==> src/rtl/priority_scan_encoder.sv <==
// Sequential priority encoder: captures a request vector, then emits the index of each set bit, MSB first.
// Optional end-of-vector flag oLast is enabled by defining ENC_LAST_EN.
module priority_scan_encoder #(
  parameter int WIDTH = 8,
  parameter int IDX_W = $clog2(WIDTH)
) (
  input  logic             clk,
  input  logic             rst_n,
  input  logic [WIDTH-1:0] iData,
  input  logic             iValid,
  output logic             oReady,
  output logic [IDX_W-1:0] oData,
  output logic             oValid,
  input  logic             iReady,
  output logic             oNone
`ifdef ENC_LAST_EN
  ,
  output logic             oLast
`endif
);

  typedef enum logic {IDLE, SCAN} state_t;

  localparam logic [WIDTH-1:0] ONE = {{(WIDTH-1){1'b0}}, 1'b1};

  state_t           state;
  logic [WIDTH-1:0] pend;
  logic [WIDTH-1:0] remaining;

  function automatic logic [IDX_W-1:0] msb_index(input logic [WIDTH-1:0] v);
    logic [IDX_W-1:0] r;
    r = '0;
    for (int i = 0; i < WIDTH; i++) begin
      if (v[i]) r = IDX_W'(i);
    end
    return r;
  endfunction

  // True for zero or one-hot vectors; a zero vector's single beat is also its last.
  function automatic logic at_most_one(input logic [WIDTH-1:0] v);
    return (v & (v - ONE)) == '0;
  endfunction

  always_comb begin
    remaining = pend & ~(ONE << oData);
  end

  assign oValid = (state == SCAN);
  assign oReady = (state == IDLE) && rst_n;

  always_ff @(posedge clk) begin
    if (!rst_n) begin
      state <= IDLE;
      pend  <= '0;
      oData <= '0;
      oNone <= 1'b0;
`ifdef ENC_LAST_EN
      oLast <= 1'b0;
`endif
    end else begin
      case (state)
        IDLE: begin
          if (iValid) begin
            pend  <= iData;
            oData <= msb_index(iData);
            oNone <= (iData == '0);
`ifdef ENC_LAST_EN
            oLast <= at_most_one(iData);
`endif
            state <= SCAN;
          end
        end
        SCAN: begin
          if (iReady) begin
            pend <= remaining;
            if (oNone || remaining == '0) begin
              state <= IDLE;
              oData <= '0;
              oNone <= 1'b0;
`ifdef ENC_LAST_EN
              oLast <= 1'b0;
`endif
            end else begin
              oData <= msb_index(remaining);
`ifdef ENC_LAST_EN
              oLast <= at_most_one(remaining);
`endif
            end
          end
        end
        default: state <= IDLE;
      endcase
    end
  end

endmodule
==> config.mk <==
export PLATFORM = sky130hd
export DESIGN_NAME = priority_scan_encoder
export DESIGN_NICKNAME = d
export VERILOG_FILES = /design/src/rtl/priority_scan_encoder.sv
export SDC_FILE = /design/constraint.sdc
export NUM_CORES = 1
export LEC_CHECK = 0
export ABC_CLOCK_PERIOD_IN_PS = 1600
export CORE_MARGIN = 3
export CORE_UTILIZATION = 39
export DETAILED_ROUTE_END_ITERATION = 12
export PLACE_DENSITY_LB_ADDON = 0.12
export REMOVE_ABC_BUFFERS = 1
export SKIP_LAST_GASP = 1
export SYNTH_ARGS = -nofsm -noshare
export SYNTH_HDL_FRONTEND = slang
export SYNTH_SLANG_ARGS = --single-unit
==> constraint.sdc <==
create_clock -name clk -period 1.6 [get_ports clk]
set_input_delay 0.16 -clock clk [delete_from_list [all_inputs] [get_ports clk]]
set_output_delay 0.16 -clock clk [all_outputs]
set_load 0.005 [all_outputs]
# == After elaboration in Yosys (flattened, before gate mapping) ==
# Index checks and enable logic that the tools add are counted.
# totals
ff_bits,13
inputBits,12
output_inout_bits,6
wordCells,46
# op_classes
eq_ne,3
n_shift,1
mux,29
n_bitwise,3
reduce_logical,6
# op_table
operator,n
$mux 3,15
$logic_not 8->1,2
$mux 8,2
$pmux 8 s2,1
$and 8x8->8,1
$mux 1,8
$not 8->8,1
$shl 1x3->8 const A,1
$pmux 3 s2,1
$ne 2x2->1 const B,2
$pmux 1 s2,2
$reduce_and 3->1,1
$ne 2x1->1 const B,1
$reduce_and 2->1,1
$logic_and 1x1->1,1
$logic_or 1x1->1,1
$not 1->1,1

# == Longest topological paths before layout ==
# Gate-level depths: netlist of run 1.
# logic_depth
word_depth,13
ltp_mapped,6
ltp_nobuf,5

# == Worst setup path after synthesis of run 1 ==
# OpenSTA, ideal clock, no wires.
# synth_timing
kind,reg-to-reg
start,register oData[0]
end,register oData[0]
arrival_ps,1358
t_required_ps,1481
path_slack_ps,123
stages_incl_launch_ff,7
path_buffers,1
synth_period_minus_slack_ps,1477
path_cell_list,dfxtp_1 > buf_6 > mux2_4 > o22ai_2 > a41o_1 > a21oi_1 > o221a_1
# synth_via
elab_chain_len,13
# synth_rtl
element,line_no,source
from (decl),12,"output logic [IDX_W-1:0] oData,"
from (signal assigned),65,oData <= msb_index(iData);
from (signal assigned),84,oData <= msb_index(remaining);
$shl 1x3->8 *,45,remaining = pend & ~(ONE << oData);
$not 8->8 *,45,
$and 8x8->8 *,45,
$mux 1,34,if (v[i]) r = IDX_W'(i);
$mux 3 (6 in series),34,
$mux 3 *,76,if (oNone || remaining == '0) begin
$mux 3 *,74,if (iReady) begin
$pmux 3 s2 *,61,case (state)
# Mark *: on every way between the ends. The rest lies on a longest branch, timed or not. The select of a mux whose other input is x is not followed.
# A chain may end at the register's enable or synchronous reset.

# == Worst setup path after layout of run 1 ==
# layout_timing
start,register oData[0]
end,output oData[0]
# No word-level cell between the ends.

==> results of run 1 <==
## where the power goes
group	switching [µW]	total, µW	internal, µW
logic	156	337	181
registers	41.6	393	352
clock network	117	214	96.9
## worst max-delay path: stages, from the launching register on
cell and delay, ns:
dfxtp_2 0.39, buf_4 0.18, clkdlybuf4s50_1 0.51
## routing by layer
metal / GRT usage / up-vias / wire [µm]
li1: - / 467 / -
met2: 0.3102 / 44 / 1118
met3: 0.03662 / 7 / 166
met4: 0.09362 / 0 / 51
met5: 0 / - / 0
met1: 0.2466 / 441 / 1047
## metrics by stage
step	util	hold slack (ns)	total power, µW
after floorplan	-	0.2882	564.9
after global placement	0.5625	0.5149	730.8
after detailed placement	0.5625	0.5287	727.6
after CTS	0.5760	0.4630	942.7
after global routing	0.5790	0.4896	1006
final	0.5790	0.4569	944.3
## Yosys cell counts, types with 2 or more instances
library cell | n | share of area
nor2_1 | 4 | 0.017
nor2b_1 | 8 | 0.057
o21ai_0 | 10 | 0.057
o22ai_1 | 4 | 0.029
inv_1 | 6 | 0.026
nor3_1 | 2 | 0.011
a21oi_1 | 7 | 0.040
nor4_1 | 2 | 0.014
clkbuf_1 | 2 | 0.0086
nand2_1 | 12 | 0.051
nand2b_1 | 5 | 0.036
buf_6 | 2 | 0.026
dfxtp_1 | 13 | 0.30
a21boi_0 | 5 | 0.043
mux2_4 | 2 | 0.034
o221a_2 | 2 | 0.026
a31oi_1 | 2 | 0.014
a22oi_1 | 4 | 0.034
mux2_2 | 2 | 0.026
## registers in the layout, summed over array words and instances, names as in the netlist
| name | count |
|---|---|
| pend | 8 |
| oData | 3 |
| oNone | 1 |
| oValid | 1 |
## final cells by class
class,instances,share of cell area
clock buffer,4,0.02222
inverter,6,0.01905
multi-input combinational,84,0.4762
sequential,13,0.2212
tap,27,0.02857
timing repair buffer,31,0.2328
## path summary, 6_finish.rpt
path                                  to  slack (ns)
worst max register to register  oData[0]        0.14
worst max-delay path            oData[0]        0.08
worst min register to register     oNone        0.55
worst min-delay path             pend[0]        0.46
## cells by family after synthesis
kind of cell / Yosys count
AO/OA/AOI/OAI: 46
multiplexers: 5
buffers and inverters: 11
flip-flops: 13
AND/OR/NAND/NOR: 33
## repair_timing
item / 4_1_cts / 5_1_grt
setup buffers: 0 / 0
endpoints found under the setup margin: 1 / 1
resized for setup: 1 / 1
==> impl_metrics.toml, run 1 <==
[outcome]
status = "finished clean"

[routing]
avgViaCountPerCell = 5.812
drtIter0Drc = 49
vias = 959
wl_um = 2383
ant_nets = 0
wl_per_cell_um = 14.44
first_pass_iters = 4
drc = 0

[sta]
fin_crit_ns = 1.524
fmax_mhz = 656.0
fin_skew_ns = 0.001825
timing.final.crit_share = 0.9528
finalSetupViolations = 0
hold_viol = 0
rsz0062_at_grt = "false"
final_max_slew_viol_count = 0
worst_pin_slew_ns = 0.3538
timing.setup.tns_ns = 0
relSlewSlack = 0.7620
setup_ws_ns = 0.07559

[yosys]
yosys.area_share.simple = 0.1874
syn_inst = 108
async_flop_share = 0
avgSynthCellArea_um2 = 8.098
synthAdderAreaFrac = 0
synth_xor_area_frac = 0
synthFlopType = "dfxtp_1"
synth_mux_area_frac = 0.07153
synth-compound-area-share = 0.3777
netlist_area_um2 = 874.6
synth_cell_types = 33
synth_edf_count = 0
ys_seq_area_frac = 0.2976
ys_warn_count = 0
synth_top_family_by_area = "compound AO/OA/AOI/OAI gates"
synth-seq-cells = 13

[setup_path]
worstPathMaxFanout = 9
arrival_ns = 1.36
reg2reg_depth = 6
path_class = "register to primary output"
crit_start = "oData[0]"
cp_data_required_time_ns = 1.44
r2r_start = "oData[0]"
endpoint_kind = "primary output"
crit_path_start_kind = "register"

[pwr]
ir_drop_mv = 0.4730
powerDensity_nw_per_um2 = 798.6
p_leak_uw = 0.0004372

[final_layout]
area_growth_syn_to_layout_pct = 35.19
mostFrequentLayoutCells = "clkdlybuf4s50_1, buf_4, nand2_1, dfxtp_1, o21ai_0"
nets = 151
diodes = 0
finalInstanceArea_um2 = 1182
drive_gt1_frac = 0.1957
fin_cells = 165
final_common_cell = "clkdlybuf4s50_1"
num-fill-cells = 204
multiInputGateArea_um2 = 563.0
seq_area_um2 = 261.5

[floorplanning]
die_width_um = 53.36
io_pins = 18
rows = 16
die_h_um = 53.36
dieArea_um2 = 2847
coreArea_um2 = 2042
initial_core_util = 0.4283

[place]
dp_hpwl_um = 1801
place_congestion = 0.9137
port_buffers = 17
place_inst = 161
placed_area_um2 = 1149
place_ws_ns = 0.06016

[grt]
grt_max_degree = 14
grt_pass1_wl_um = 4043
antenna_found_initial = 0
overflow = 0
grt_usage = 0.1943
grt_pass1_vias = 896

[hold_path]
holdPathStages = 3
hp-start = "iData[0]"
hold_class = "input port to register"

[clock_tree]
clock_sinks = 13
clkSlewWorstSetupHoldPaths_ns = 0.08
cts_made_buffers = 3
clk_latency_ns = 0.28
htreeDepth = 1
cts_max_path_buffers = 2
cts_tree = "yes"
postCtsHoldBufs = 0
cts_root_buffer = "clkbuf_4"

[run]
maxCapViolCount = 0
(Power assumes the default switching activity.)
==> inputs of run 2 (changes only) <==
- CORE_MARGIN: 3 -> 2
- CTS_BUF_LIST: not set -> sky130_fd_sc_hd__clkbuf_8
==> impl_metrics.toml, run 2 (same netlist as run 1, synthesis figures left out) <==
[setup_path]
critPathCapture = "oData[1]"
arrival_ns = 1.35
reg2reg_depth = 5
worstPathMaxFanout = 6
r2r_end = "oData[0]"
crit_start = "oData[1]"
cp_data_required_time_ns = 1.44
crit_path_start_kind = "register"
r2r_start = "oData[0]"
endpoint_kind = "primary output"
r2r_setup_slack_ns = 0.11
path_class = "register to primary output"

[clock_tree]
cts_made_buffers = 3
clk_latency_ns = 0.25
cts_max_path_buffers = 2
htreeDepth = 1
cts_tree = "yes"
cts_root_buffer = "clkbuf_8"
postCtsHoldBufs = 0
clock_sinks = 13
clkSlewWorstSetupHoldPaths_ns = 0.05

[pwr]
switchingPower_uw = 318.0
powerDensity_nw_per_um2 = 855.3
ir_drop_mv = 0.4795
clockPowerShare = 0.287
power_uw = 1023
p_leak_uw = 0.0004460
pwr-share-seq = 0.388
p_int_uw = 705.1
power_frac_comb = 0.325
swShare = 0.3108

[final_layout]
finish.utilization = 0.5513
drive_gt1_frac = 0.1884
area_growth_syn_to_layout_pct = 36.77
nets = 151
reg_top3 = "pend x8, oData x3"
finalInstanceArea_um2 = 1196
diodes = 0
final_common_cell = "clkdlybuf4s50_1"
largest_reg_flops = 8
multiInputGateArea_um2 = 556.8
num-fill-cells = 221
seq_area_um2 = 261.5
top_register = "pend"
mostFrequentLayoutCells = "clkdlybuf4s50_1, buf_4, nand2_1, dfxtp_1, o21ai_0"

[sta]
worst_pin_slew_ns = 0.4127
timing.final.crit_share = 0.9451
final_max_slew_viol_count = 0
finalSetupViolations = 0
rsz0062_at_grt = "false"
fmax_mhz = 661.3
hold_viol = 0
fin_crit_ns = 1.512
timing.setup.tns_ns = 0
fin_skew_ns = 0.002302
relSlewSlack = 0.7223
timing.hold.ws_ns = 0.5051

[outcome]
status = "finished clean"

[routing]
wl_per_cell_um = 14.13
drc = 0
vias = 942
avgViaCountPerCell = 5.675
wl_um = 2345
first_pass_iters = 4
drtIter0Drc = 23
ant_nets = 0

[place]
port_buffers = 17
placed_area_um2 = 1150
dp_hpwl_um = 1787
place_congestion = 0.8725

[grt]
met1_usage = 0.2585
overflow = 0
use_met2 = 0.3182
grt_max_degree = 14
grtUsageMet3 = 0.02924
grt_usage = 0.2011
antenna_found_initial = 0
grt_pass1_wl_um = 3850
grt.busiest_layer = "met2"
grt_pass1_vias = 846

[floorplanning]
initial_core_util = 0.4031
dieArea_um2 = 2637
die_h_um = 51.36
io_pins = 18
rows = 17
die_width_um = 51.36
coreArea_um2 = 2170

[run]
maxCapViolCount = 0

[hold_path]
hold_class = "input port to register"
==> run 2: cell types whose count changed in the layout (fill, tap and decap cells not counted), sizes merged <==
cell / before / now
clkbuf: 4 / 3
inv: 6 / 7
==> run 2: worst min-delay path by stage <==
stage | startpoint | endpoint | slack (ns) | depth (start not counted)
after detailed placement | pend[0] | pend[0] | 0.51 | 2
after global placement | pend[0] | pend[0] | 0.51 | 2
final | iData[0] | pend[0] | 0.51 | 3
after floorplan | rst_n | oNone | 0.29 | 1
after CTS | iData[0] | pend[0] | 0.50 | 3
after global routing | iData[0] | pend[0] | 0.53 | 3
==> run 2: through the flow <==
stage / instances / setup WS (ns)
global route: 166 / 0.01214
detailed placement: 162 / 0.02775
CTS: 166 / 0.03010
global placement: 162 / -0.02552
floorplan: 103 / -0.04135
finish: 166 / 0.08789
==> run 2: final cells by class <==
type                       count  share of cell area
multi-input combinational     84              0.4655
timing repair buffer          31              0.2301
sequential                    13              0.2186
clock buffer                   3             0.03452
tap                           28             0.02929
inverter                       6             0.01883
clock inverter                 1            0.003138
==> run 2: what timing repair did <==
item                                    4_1_cts  5_1_grt
endpoints found under the setup margin        0        4
resized for setup                             0        1
buffers inserted                              0        0
==> run 2: power by group through the flow <==
stage | clock [µW] | sequential, µW | combinational, µW
after detailed placement | 0 | 402 | 331
after CTS | 297 | 395 | 333
after global routing | 311 | 401 | 367
after floorplan | 0 | 404 | 161
after global placement | 0 | 401 | 333
final | 294 | 396 | 333
==> run 2: worst max-delay path, stage by stage (launching register included) <==
cell,delay [ns]
dfxtp_1,0.42
buf_4,0.18
clkdlybuf4s50_1,0.50
==> run 2: layer usage <==
layer | up-vias | share of wire
li1 | 466 | -
met1 | 430 | 0.48
met2 | 41 | 0.44
met3 | 5 | 0.066
met4 | 0 | 0.022
met5 | - | 0
